$ cat config.mk
export PLATFORM = sky130hd
export DESIGN_NAME = blink_driver
export DESIGN_NICKNAME = d
export VERILOG_FILES = /design/src/rtl/blink_driver_pkg.sv /design/src/rtl/blink_timer.sv /design/src/rtl/blink_driver.sv
export SDC_FILE = /design/constraint.sdc
export NUM_CORES = 1
export LEC_CHECK = 0
export BUFFER_PORTS_ARGS = -buffer_cell sky130_fd_sc_hd__buf_2
export CAP_MARGIN = 5
export CORE_UTILIZATION = 35
export DETAILED_ROUTE_END_ITERATION = 8
export PLACE_DENSITY = 0.48
export SYNTH_ARGS = -nofsm -noshare
export SYNTH_HDL_FRONTEND = slang
export SYNTH_SLANG_ARGS = --single-unit
$ cat constraint.sdc
create_clock -name clk -period 8.2 [get_ports clk]
set_input_delay 1.23 -clock clk [delete_from_list [all_inputs] [get_ports clk]]
set_output_delay 1.23 -clock clk [all_outputs]
set_load 0.02 [all_outputs]
$ cat src/rtl/blink_driver_pkg.sv
// Shared definitions for the blink driver.
//   blink_state_e : FSM state encoding (IDLE / ON / OFF)
//   cnt_width()   : bit width of a down-counter that must hold cycles-1
package blink_driver_pkg;

    typedef enum logic [1:0] {
        ST_IDLE = 2'd0,
        ST_ON   = 2'd1,
        ST_OFF  = 2'd2
    } blink_state_e;

    // Counter holds values 0..cycles-1, so $clog2(cycles) bits suffice;
    // at least one bit so a 1-cycle phase still has a real register.
    function automatic int unsigned cnt_width(input int unsigned cycles);
        if (cycles <= 1) begin
            return 1;
        end
        return $clog2(cycles);
    endfunction

endpackage

$ cat src/rtl/blink_timer.sv
// Loadable down-counter for blink phase timing.
//   clk      : clock, rising edge
//   rst_n    : asynchronous active-low reset (count -> 0)
//   load     : load load_val this cycle (priority over counting)
//   load_val : value loaded; phase lasts load_val+1 cycles
//   done     : count has reached zero (decode of the count register)
module blink_timer #(
    parameter int unsigned WIDTH = 1
) (
    input  logic             clk,
    input  logic             rst_n,
    input  logic             load,
    input  logic [WIDTH-1:0] load_val,
    output logic             done
);

    logic [WIDTH-1:0] count_q;
    logic [WIDTH-1:0] count_d;

    // Holds at zero rather than wrapping.
    always_comb begin
        count_d = count_q;
        if (load) begin
            count_d = load_val;
        end else if (count_q != '0) begin
            count_d = count_q - WIDTH'(1);
        end
    end

    always_ff @(posedge clk or negedge rst_n) begin
        if (!rst_n) begin
            count_q <= '0;
        end else begin
            count_q <= count_d;
        end
    end

    assign done = (count_q == '0);

endmodule

$ cat src/rtl/blink_driver.sv
// LED blink driver with a saturating request queue.
//   clk      : clock, rising edge
//   reset    : asynchronous active-low reset
//   trigger  : one request per cycle it is high
//   cancel   : synchronous abort of current blink and queued requests
//   led      : registered LED drive
//   busy     : state is not IDLE
//   pending  : queued requests not yet started
//   overflow : one-cycle pulse when a request is dropped at saturation
module blink_driver
    import blink_driver_pkg::*;
#(
    parameter int unsigned ON_CYCLES   = 5_000_000,
    parameter int unsigned OFF_CYCLES  = 5_000_000,
    parameter int unsigned MAX_PENDING = 15
) (
    input  logic                               clk,
    input  logic                               reset,
    input  logic                               trigger,
    input  logic                               cancel,
    output logic                               led,
    output logic                               busy,
    output logic [$clog2(MAX_PENDING+1)-1:0]   pending,
    output logic                               overflow
);

    localparam int unsigned TW = cnt_width((ON_CYCLES > OFF_CYCLES) ? ON_CYCLES : OFF_CYCLES);
    localparam int unsigned PW = $clog2(MAX_PENDING + 1);
    localparam logic [TW-1:0] ON_LOAD  = TW'(ON_CYCLES - 1);
    localparam logic [TW-1:0] OFF_LOAD = TW'(OFF_CYCLES - 1);
    localparam logic [PW-1:0] PEND_MAX = PW'(MAX_PENDING);

    blink_state_e    state_q, state_d;
    logic [PW-1:0]   pending_q, pending_d;
    logic            led_q, led_d;
    logic            overflow_q, overflow_d;
    logic            timer_load;
    logic [TW-1:0]   timer_val;
    logic            timer_done;

    blink_timer #(
        .WIDTH (TW)
    ) u_timer (
        .clk      (clk),
        .rst_n    (reset),
        .load     (timer_load),
        .load_val (timer_val),
        .done     (timer_done)
    );

    always_comb begin
        state_d    = state_q;
        pending_d  = pending_q;
        overflow_d = 1'b0;

        if (cancel) begin
            state_d   = ST_IDLE;
            pending_d = '0;
        end else begin
            case (state_q)
                ST_IDLE: begin
                    if (trigger) begin
                        state_d = ST_ON;
                    end
                end
                ST_ON: begin
                    if (timer_done) begin
                        state_d = ST_OFF;
                    end
                    if (trigger) begin
                        if (pending_q == PEND_MAX) begin
                            overflow_d = 1'b1;
                        end else begin
                            pending_d = pending_q + PW'(1);
                        end
                    end
                end
                ST_OFF: begin
                    if (timer_done) begin
                        // A trigger arriving with the dequeue takes the freed
                        // slot, so pending stays put. With an empty queue it
                        // starts the next blink directly instead of being
                        // stranded in IDLE.
                        if (pending_q != '0) begin
                            state_d = ST_ON;
                            if (!trigger) begin
                                pending_d = pending_q - PW'(1);
                            end
                        end else if (trigger) begin
                            state_d = ST_ON;
                        end else begin
                            state_d = ST_IDLE;
                        end
                    end else if (trigger) begin
                        if (pending_q == PEND_MAX) begin
                            overflow_d = 1'b1;
                        end else begin
                            pending_d = pending_q + PW'(1);
                        end
                    end
                end
                default: begin
                    state_d   = ST_IDLE;
                    pending_d = '0;
                end
            endcase
        end

        // Timer is reloaded on every state entry.
        timer_load = (state_d != state_q);
        case (state_d)
            ST_ON:   timer_val = ON_LOAD;
            ST_OFF:  timer_val = OFF_LOAD;
            default: timer_val = '0;
        endcase

        led_d = (state_d == ST_ON);
    end

    always_ff @(posedge clk or negedge reset) begin
        if (!reset) begin
            state_q    <= ST_IDLE;
            pending_q  <= '0;
            led_q      <= 1'b0;
            overflow_q <= 1'b0;
        end else begin
            state_q    <= state_d;
            pending_q  <= pending_d;
            led_q      <= led_d;
            overflow_q <= overflow_d;
        end
    end

    assign led      = led_q;
    assign busy     = (state_q != ST_IDLE);
    assign pending  = pending_q;
    assign overflow = overflow_q;

endmodule

==> results of run 1 <==
[cell usage after synthesis (all sizes together) (3+ instances only)]
cell / number
nor3: 12
or3: 5
nand2: 12
nor4: 10
ha: 9
nor2: 16
o22ai: 11
o211ai: 5
o31ai: 3
a211oi: 3
a21oi: 13
xor2: 6
nand3: 7
o21ai: 9
or2: 3
xnor2: 11
or4: 8
and3: 3
dfrtp: 31
nand4: 4
mux2i: 4
clkbuf: 13
inv: 10
buf: 3
[worst min path at each step]
stage,startpoint,to,cells after the start
4_1_cts,u_timer.count_q[15]$_DFFE_PN0P_,u_timer.count_q[15]$_DFFE_PN0P_,2
5_1_grt,u_timer.count_q[19]$_DFFE_PN0P_,u_timer.count_q[19]$_DFFE_PN0P_,2
6_report,u_timer.count_q[19]$_DFFE_PN0P_,u_timer.count_q[19]$_DFFE_PN0P_,2
2_1_floorplan,u_timer.count_q[19]$_DFFE_PN0P_,u_timer.count_q[19]$_DFFE_PN0P_,2
3_3_place_gp,u_timer.count_q[15]$_DFFE_PN0P_,u_timer.count_q[15]$_DFFE_PN0P_,2
3_5_place_dp,u_timer.count_q[15]$_DFFE_PN0P_,u_timer.count_q[15]$_DFFE_PN0P_,2
[power groups by stage]
stage	Clock [µW]	Sequential, µW	Combinational, µW
3_5_place_dp	0	255	332
5_1_grt	131	264	374
3_3_place_gp	0	257	333
4_1_cts	123	254	335
2_1_floorplan	0	243	281
6_report	118	254	334
[logic make-up (layout without fill, tap and decap cells)]
family / count (synthesis) / in the layout
muxes: 5 / 5
AOI/OAI and AO/OA: 60 / 60
buffers and inverters: 26 / 28
xor gates and xnor gates: 17 / 17
DFF: 31 / 31
and+or+nand+nor: 91 / 91
adders and majority gates: 9 / 9
[routing by layer]
layer  GRT usage  vias up
met1       0.259      892
li1            -      906
met5           0        -
met4      0.0571        0
met2       0.273       42
met3      0.0367        5
[through the flow]
stage,hold slack (ns),std cells
final,0.567,316
after global routing,0.598,316
after CTS,0.567,316
after detailed placement,0.554,308
after global placement,0.544,308
after floorplan,0.516,239
[worst register-to-register path, stage by stage, from the launching register on]
cell	delay, ns
dfrtp_1	0.41
inv_1	0.12
ha_1	0.25
nor3b_1	0.43
nand3_1	0.55
nor2_1	0.58
o21ai_0	0.19
a21o_1	0.21
ha_1	0.64
o22ai_1	0.18
[flip-flops by register name, indices dropped and copies added, names as in the netlist]
| register | count |
|---|---|
| u_timer.count_q | 23 |
| pending | 4 |
| overflow | 1 |
| led | 1 |
| state_q | 2 |
[final cells by class]
class | count | area (µm²) | share of cell area
Multi-Input combinational cell | 182 | 1320 | 0.560
Sequential cell | 31 | 776 | 0.329
Tap cell | 75 | 93.8 | 0.0397
Clock buffer | 7 | 76.3 | 0.0323
Timing Repair Buffer | 10 | 50.0 | 0.0212
Inverter | 10 | 37.5 | 0.0159
Clock inverter | 1 | 5.00 | 0.00212
==> summary.txt, run 1 <==
Outcome
  – Status: finished, final reports clean

Drt
  – Vias: 1845
  – Final ANT Viol Nets: 0
  – DRT met1 WL: 2640 µm
  – Drt first pass iters: 4
  – Met3 WL: 233 µm
  – DR WL met2: 2420 µm
  – Routed vias/inst: 5.84
  – 1st-iter DRT viols: 146
  – DRC violations left: 0
  – Top sig layer: met4
  – WL final: 5320 µm
  – Avg WL per Cell: 16.8 µm

Setup path
  – CP delay by family, top: simple AND/OR/NAND/NOR gates
  – Maximum fanout along the worst path: 14
  – Critical path cell sequence: inv_1 -> ha_1 -> nor3b_1 -> nand3_1 -> nor2_1 -> o21ai_0 -> a21o_1 -> ha_1 -> o22ai_1
  – Crit path launch: u_timer.count_q[0]$_DFFE_PN0P_
  – Arrival time worst endpoint: 3.83 ns
  – Worst reg2reg endpoint: u_timer.count_q[9]$_DFFE_PN0P_
  – Max stage delay on crit path: 0.64 ns
  – Worst reg2reg startpoint: u_timer.count_q[0]$_DFFE_PN0P_
  – Reg2Reg Depth: 9
  – WP data required: 8.32 ns
  – CP Class: reg -> reg
  – CP endpoint kind: flip-flop
  – Crit path depth: 9
  – CP endpoint: u_timer.count_q[9]$_DFFE_PN0P_
  – Startpoint types: flip-flop
  – Most used cell, CP: ha_1
  – CP bufs+invs: 1
  – Worst R2R Setup Slack: 4.50 ns
  – CP max-delay cell: ha_1

Placement
  – RD Place Congestion: 0.834
  – Port Buffers: 10
  – Post-DP Area: 2280 µm²
  – DPL Wire Length: 3710 µm
  – Placement Setup Slack: 4.47 ns

STA
  – RSZ-0062 raised after global routing: no
  – Max Slew Vio Count: 0
  – Worst-Margin Slew: 0.873 ns
  – Final worst path period share: 0.452
  – Worst Clk Skew: 0.0106 ns
  – Setup TNS: 0 ns
  – Fin. Hold Viols: 0
  – Min cycle time layout: 3.70 ns
  – Setup WS post-layout: 4.50 ns
  – Final setup vio count: 0
  – Slew HR: 0.413
  – Fmax: 0.270 GHz

Global route
  – Initial antenna violation count: 0
  – Vias in the first global route: 1748
  – Overflow left after global routing: 0
  – Total track usage: 0.181
  – First-pass GRT wire length: 9100 µm
  – Largest net degree at the start of global routing: 32

Power and ir drop
  – Reg power frac: 0.360
  – Fraction of power spent switching nets: 0.443
  – Internal power: 393 µW
  – Psw: 313 µW
  – Clock network power share: 0.167
  – Power per Cell Area: 299 nW/µm²
  – Comb pwr share: 0.473
  – P_leak: 0.000924 µW
  – Largest vdd supply drop: 0.166 mV
  – Total Power: 706 µW

Clock network
  – H-tree lvl count: 2
  – Post-cts resize count: 0
  – Hold_buf cts: 0
  – CTS Buf Count: 5
  – Post-CTS Setup Bufs: 0
  – CTS tree: built
  – CTS Sinks: 31
  – Clock Latency Late Sink: 0.28 ns
  – Clock transition at the registers of the reported paths: 0.07 ns
  – Clk buf depth: 2
  – Root buffer cell: clkbuf_8

Layout
  – Final #Nets: 253
  – Post-route design area: 2360 µm²
  – ANT cells: 0
  – Post-layout util: 0.394
  – Share of cells above drive strength 1: 0.166
  – Commonest non-fill, non-tap cell in the layout: dfrtp_1
  – Synth-to-layout area growth: 6.91%
  – Most frequent cells in the layout: dfrtp_1 (31), nor2_1 (16), a21oi_1 (13)
  – Fillers: 630

Logic synthesis
  – Main combinational cell family by area after synthesis: simple AND/OR/NAND/NOR gates
  – Mapped Nets: 252
  – Synthesized area: 2210 µm²
  – Synth Area in Compound Gates: 0.222
  – Synth Area in XOR/XNOR: 0.0674
  – Synth Area in Adders: 0.0510
  – Mux cell area share after synthesis: 0.0232
  – Synthesis warning total: 0
  – Mapped Cells: 239
  – Post-synth EDFFs: 0
  – Avg Cell Area, Syn: 9.24 µm²
  – Primary FF master, synth: dfrtp_1
  – Yosys cell types: 55
  – Post-synthesis sequential area ratio: 0.351
  – Flops & latches, synth: 31
  – Synth top area share: 0.351
  – Yosys top cell by area: dfrtp_1
  – Synth top area cells: dfrtp_1 (35%), ha_1 (5.1%), o22ai_2 (4.5%)
  – Post-Synth Simple-Gate Area: 0.235
  – Asr flop ratio synth: 1.00

Floorplan
  – Initial Util: 0.369
  – Core area: 5990 µm²
  – Die height: 81.4 µm
  – # IOs: 11
  – Die area: 6630 µm²
  – Die width: 81.4 µm
  – Row count: 28

Worst hold path
  – HP Class: reg -> reg

Run
  – Max_cap viols: 0
Power figures use the tool's default switching activity.
==> run 2, diff against run 1 <==
PLACE_DENSITY = 0.5   (was 0.48)
clock period = 3 ns   (was 8.2 ns; I/O delays follow)
==> summary.txt, run 2 (same netlist as run 1, synthesis figures left out) <==
Outcome
  – Status: finished, final reports clean

Global route
  – Overflow left after global routing: 0 (unchanged)
  – Total track usage: 0.191 (+0.00912)
  – Largest net degree at the start of global routing: 32 (unchanged)
  – Initial antenna violation count: 0 (unchanged)
  – Vias in the first global route: 1864 (+6.6%)
  – First-pass GRT wire length: 9470 µm (+4.0%)

Setup path
  – CP endpoint kind: flip-flop
  – CP Class: reg -> reg
  – Maximum fanout along the worst path: 13 (-1)
  – Worst reg2reg startpoint: u_timer.count_q[19]$_DFFE_PN0P_
  – WP data required: 3.16 ns (-5.16 ns)
  – Startpoint types: flip-flop
  – Worst reg2reg endpoint: u_timer.count_q[9]$_DFFE_PN0P_
  – Most used cell, CP: or4_1
  – Arrival time worst endpoint: 2.95 ns (-0.88 ns)
  – CP delay by family, top: simple AND/OR/NAND/NOR gates
  – CP max-delay cell: or4_1
  – Max stage delay on crit path: 0.59 ns (-0.05 ns)
  – Worst R2R Setup Slack: 0.21 ns (-4.29 ns)
  – Critical path cell sequence: or4_1 -> or4_1 -> nor2_2 -> o21ai_0 -> a21o_1 -> ha_2 -> o22ai_1
  – Reg2Reg Depth: 7 (-2)
  – CP bufs+invs: 0 (-1)

Clock network
  – CTS Buf Count: 5 (unchanged)
  – CTS tree: built
  – Root buffer cell: clkbuf_8
  – Post-CTS Setup Bufs: 0 (unchanged)
  – Clk buf depth: 2 (unchanged)
  – H-tree lvl count: 2 (unchanged)
  – Clock Latency Late Sink: 0.29 ns (about the same)
  – CTS Sinks: 31 (unchanged)
  – Clock transition at the registers of the reported paths: 0.08 ns (about the same)

Layout
  – Fillers: 593 (-5.9%)
  – ANT cells: 0 (unchanged)
  – Area of the multi-input gates: 1330 µm² (+0.38%)
  – Most frequent cells in the layout: dfrtp_1 (31), buf_4 (16), nor2_1 (15)
  – Commonest non-fill, non-tap cell in the layout: dfrtp_1
  – Synth-to-layout area growth: 12.9%
  – Top reg by flops: u_timer.count_q
  – Sequential cell area: 776 µm² (unchanged)
  – Max FFs per register: 23 (unchanged)
  – Share of cells above drive strength 1: 0.233 (+0.0675)
  – Final #Nets: 269 (+6.3%)

Power and ir drop
  – Fraction of power spent switching nets: 0.429 (-0.0147)
  – Largest vdd supply drop: 0.457 mV (+180%)
  – Clock network power share: 0.160 (-0.007)
  – Internal power: 1190 µW (+200%)
  – Power per Cell Area: 834 nW/µm² (+180%)
  – Psw: 892 µW (+180%)
  – P_leak: 0.00100 µW (+8.5%)
  – Comb pwr share: 0.516 (+0.043)
  – Reg power frac: 0.325 (-0.035)

Floorplan
  – Initial Util: 0.369 (unchanged)
  – Core area: 5990 µm² (unchanged)
  – Die area: 6630 µm² (unchanged)
  – Row count: 28 (unchanged)
  – Die height: 81.4 µm (unchanged)
  – Die width: 81.4 µm (unchanged)
  – # IOs: 11 (unchanged)

STA
  – Setup WS post-layout: 0.211 ns (-4.29 ns)
  – Final worst path period share: 0.930 (+0.478)
  – Min cycle time layout: 2.79 ns (-0.914 ns)
  – RSZ-0062 raised after global routing: no
  – Final setup vio count: 0 (unchanged)
  – Max Slew Vio Count: 0 (unchanged)
  – Fmax: 0.359 GHz (+33%)
  – Slew HR: 0.539 (+0.125)
  – Fin. Hold Viols: 0 (unchanged)
  – Worst Clk Skew: 0.0123 ns (+0.00175 ns)
  – Worst-Margin Slew: 0.692 ns (-0.181 ns)
  – Worst hold slack: 0.201 ns (-0.366 ns)
  – Setup TNS: 0 ns (unchanged)

Drt
  – Vias: 1904 (+3.2%)
  – Routed vias/inst: 5.73 (-1.8%)
  – Final ANT Viol Nets: 0 (unchanged)
  – Drt first pass iters: 4 (unchanged)
  – DRC violations left: 0 (unchanged)
  – WL final: 5420 µm (+2.0%)
  – Avg WL per Cell: 16.3 µm (-2.9%)
  – 1st-iter DRT viols: 117 (-20%)

Placement
  – DPL Wire Length: 3890 µm (+4.6%)
  – Placement Setup Slack: 0.0620 ns (-4.40 ns)
  – RD Place Congestion: 0.837 (+0.32%)
  – Port Buffers: 10 (unchanged)

Run
  – Max_cap viols: 0 (unchanged)

Worst hold path
  – HP Class: in -> async
==> run 2: cell types whose count changed in the layout (fill, tap and decap cells not counted) <==
cell        previous run  this run
nor2_2                 0         1
clkbuf_1               2         0
nor2_1                16        15
clkinvlp_4             0         2
ha_1                   9         8
ha_2                   0         1
buf_4                  0        16
==> run 2: worst max path at each step <==
| stage | startpoint | endpoint | slack, ns | cells past startpoint |
|---|---|---|---|---|
| global placement | u_timer.count_q[19]$_DFFE_PN0P_ | u_timer.count_q[14]$_DFFE_PN0P_ | 0.07 | 7 |
| global route | u_timer.count_q[19]$_DFFE_PN0P_ | u_timer.count_q[11]$_DFFE_PN0P_ | 0.08 | 7 |
| detailed placement | u_timer.count_q[19]$_DFFE_PN0P_ | u_timer.count_q[14]$_DFFE_PN0P_ | 0.06 | 7 |
| finish | u_timer.count_q[19]$_DFFE_PN0P_ | u_timer.count_q[9]$_DFFE_PN0P_ | 0.21 | 7 |
| CTS | u_timer.count_q[19]$_DFFE_PN0P_ | u_timer.count_q[14]$_DFFE_PN0P_ | 0.02 | 7 |
| floorplan | u_timer.count_q[16]$_DFFE_PN0P_ | u_timer.count_q[18]$_DFFE_PN0P_ | 0.04 | 10 |
==> run 2: per-stage QoR <==
| stage | power (µW) | area, µm² | instances | utilization |
|---|---|---|---|---|
| 3_3_place_gp | 1740 | 2400 | 324 | 0.401 |
| 4_1_cts | 2100 | 2490 | 332 | 0.416 |
| 2_1_floorplan | 1430 | 2210 | 239 | - |
| 6_report | 2080 | 2490 | 332 | 0.416 |
| 3_5_place_dp | 1750 | 2400 | 324 | 0.401 |
| 5_1_grt | 2250 | 2490 | 332 | 0.416 |
==> run 2: power groups by stage <==
| stage | Clock, µW | Sequential [µW] | Combinational (µW) |
|---|---|---|---|
| 2_1_floorplan | 0 | 663 | 771 |
| 3_3_place_gp | 0 | 682 | 1060 |
| 3_5_place_dp | 0 | 682 | 1070 |
| 4_1_cts | 349 | 675 | 1080 |
| 5_1_grt | 362 | 700 | 1190 |
| 6_report | 332 | 676 | 1070 |
==> run 2: repair_timing <==
item,CTS,global route
hold buffers,0,0
setup endpoints to repair,0,13
resized for setup,0,1
==> run 2: layout make-up <==
class | instances | area share
Timing Repair Buffer | 26 | 0.0682
Inverter | 10 | 0.0151
Clock buffer | 5 | 0.0276
Clock inverter | 3 | 0.00803
Multi-Input combinational cell | 182 | 0.532
Sequential cell | 31 | 0.311
Tap cell | 75 | 0.0376
==> run 2: layer usage <==
layer | share of wire | track usage | vias up | wire [µm]
met5 | 0 | 0 | - | 0
met1 | 0.51 | 0.258 | 931 | 2760
met3 | 0.031 | 0.0433 | 9 | 167
met2 | 0.45 | 0.303 | 24 | 2420
li1 | - | - | 940 | -
met4 | 0.013 | 0.0536 | 0 | 72
==> run 3, diff against run 2 <==
PLACE_DENSITY = 0.55   (was 0.5)
==> summary.txt, run 3 (same netlist as run 1, synthesis figures left out) <==
Drt
  – Drt first pass iters: 4 (unchanged)
  – Final ANT Viol Nets: 0 (unchanged)
  – Vias: 1936 (+1.7%)
  – 1st-iter DRT viols: 109 (-6.8%)
  – WL final: 5490 µm (+1.2%)
  – Avg WL per Cell: 16.4 µm (+0.29%)
  – DRC violations left: 0 (unchanged)
  – Routed vias/inst: 5.78 (+0.77%)

Clock network
  – Hold_buf cts: 0 (unchanged)
  – Clk buf depth: 2 (unchanged)
  – Clock transition at the registers of the reported paths: 0.07 ns (about the same)
  – CTS tree: built
  – Post-CTS Setup Bufs: 0 (unchanged)
  – CTS Buf Count: 5 (unchanged)
  – CTS Sinks: 31 (unchanged)
  – H-tree lvl count: 2 (unchanged)
  – Clock Latency Late Sink: 0.29 ns (about the same)
  – Root buffer cell: clkbuf_8
  – Post-cts resize count: 0 (unchanged)

Layout
  – Top reg by flops: u_timer.count_q
  – Most frequent cells in the layout: dfrtp_1 (31), buf_4 (19), nor2_1 (15)
  – Max FFs per register: 23 (unchanged)
  – Commonest non-fill, non-tap cell in the layout: dfrtp_1
  – Share of cells above drive strength 1: 0.238 (+0.00500)
  – Final #Nets: 272 (+1.1%)
  – Fillers: 606 (+2.2%)
  – ANT cells: 0 (unchanged)
  – Post-Layout Cell Count: 335 (+0.90%)
  – Synth-to-layout area growth: 13.8%

Setup path
  – Crit path depth: 7 (unchanged)
  – CP bufs+invs: 0 (unchanged)
  – Reg2Reg Depth: 7 (unchanged)
  – CP Class: reg -> reg
  – WP data required: 3.16 ns (about the same)
  – CP endpoint kind: flip-flop
  – CP max-delay cell: or4_1
  – Arrival time worst endpoint: 2.93 ns (-0.02 ns)
  – CP delay by family, top: simple AND/OR/NAND/NOR gates
  – Critical path cell sequence: or4_1 -> or4_1 -> nor2_2 -> o21ai_0 -> a21o_1 -> ha_2 -> o22ai_1
  – Maximum fanout along the worst path: 13 (unchanged)
  – Max stage delay on crit path: 0.59 ns (about the same)
  – Most used cell, CP: or4_1
  – Startpoint types: flip-flop

Global route
  – Total track usage: 0.190 (-0.000867)
  – Overflow left after global routing: 0 (unchanged)
  – Largest net degree at the start of global routing: 32 (unchanged)
  – First-pass GRT wire length: 9440 µm (-0.29%)
  – Vias in the first global route: 1886 (+1.2%)
  – Initial antenna violation count: 0 (unchanged)

Placement
  – RD Place Congestion: 0.796 (-4.9%)
  – DPL Wire Length: 3910 µm (+0.61%)
  – Dpl cells: 327 (+0.93%)
  – Port Buffers: 10 (unchanged)

STA
  – RSZ-0062 raised after global routing: no
  – Fin. Hold Viols: 0 (unchanged)
  – Worst-Margin Slew: 0.735 ns (+0.0432 ns)
  – Final setup vio count: 0 (unchanged)
  – Max Slew Vio Count: 0 (unchanged)
  – Slew HR: 0.510 (-0.0288)
  – Fmax: 0.360 GHz (+0.54%)
  – Setup TNS: 0 ns (unchanged)
  – Min cycle time layout: 2.77 ns (-0.0150 ns)
  – Final worst path period share: 0.925 (-0.00499)
  – Worst Clk Skew: 0.00770 ns (-0.00462 ns)

Run
  – Max_cap viols: 0 (unchanged)

Floorplan
  – Row count: 28 (unchanged)
  – Die area: 6630 µm² (unchanged)
  – Die width: 81.4 µm (unchanged)
  – Die height: 81.4 µm (unchanged)
  – Core area: 5990 µm² (unchanged)
  – Initial Util: 0.369 (unchanged)
  – # IOs: 11 (unchanged)

Power and ir drop
  – Total Power: 2090 µW (+0.26%)
  – Power per Cell Area: 830 nW/µm² (-0.49%)
  – P_leak: 0.00102 µW (+1.5%)
  – Largest vdd supply drop: 0.416 mV (-9.0%)

Worst hold path
  – HP Class: in -> async

Outcome
  – Status: finished, final reports clean
run 3: cell count changes in the layout (fill, tap and decap cells not counted), sizes merged:
| cell | change |
|---|---|
| clkinvlp | -1 |
| clkbuf | +1 |
| buf | +3 |
run 3: cell type report:
cell class                      instances  area (µm²)  share of cell area
Multi-Input combinational cell        182        1330               0.528
Sequential cell                        31         776               0.309
Timing Repair Buffer                   29         193              0.0767
Tap cell                               75        93.8              0.0374
Clock buffer                            6        72.6              0.0289
Inverter                               10        37.5              0.0149
Clock inverter                          2        12.5             0.00498
run 3: final timing paths:
check | from | to | slack, ns
setup / recovery | u_timer.count_q[19]$_DFFE_PN0P_ | u_timer.count_q[9]$_DFFE_PN0P_ | 0.23
setup reg to reg | u_timer.count_q[19]$_DFFE_PN0P_ | u_timer.count_q[9]$_DFFE_PN0P_ | 0.23
hold / removal | reset | u_timer.count_q[21]$_DFFE_PN0P_ | 0.22
max in group asynchronous | reset | u_timer.count_q[7]$_DFFE_PN0P_ | 2.31
hold reg to reg | u_timer.count_q[15]$_DFFE_PN0P_ | u_timer.count_q[15]$_DFFE_PN0P_ | 0.55
min in group clk | cancel | pending[3]$_DFFE_PN0P_ | 0.45
run 3: metrics by stage:
stage / hold slack, ns / worst slack (ns) / util / instance area [µm²]
after floorplan: 0.154 / 0.0410 / - / 2210
after global placement: 0.544 / 0.122 / 0.405 / 2420
after detailed placement: 0.544 / 0.0699 / 0.405 / 2420
after CTS: 0.251 / 0.0583 / 0.419 / 2510
after global routing: 0.291 / 0.0137 / 0.419 / 2510
final: 0.223 / 0.226 / 0.419 / 2510
run 3: worst reg2reg max path, stage by stage, from the launching register on:
cell and delay [ns]:
dfrtp_1 0.40, or4_1 0.54, or4_1 0.59, nor2_2 0.13, o21ai_0 0.11, a21o_1 0.21, ha_2 0.52, o22ai_1 0.15
run 3: report_power, final:
group          total, µW  internal [µW]  leakage (µW)  switching, µW
combinational       1080            493      0.000564            584
clock                330            162     0.0000412            168
sequential           680            546      0.000412            133
run 3: per-layer routing:
| metal | up-vias | share of wire | global-route usage |
|---|---|---|---|
| met1 | 936 | 0.47 | 0.255 |
| li1 | 942 | - | - |
| met5 | - | 0 | 0 |
| met3 | 7 | 0.044 | 0.0367 |
| met2 | 51 | 0.47 | 0.302 |
| met4 | 0 | 0.012 | 0.0679 |
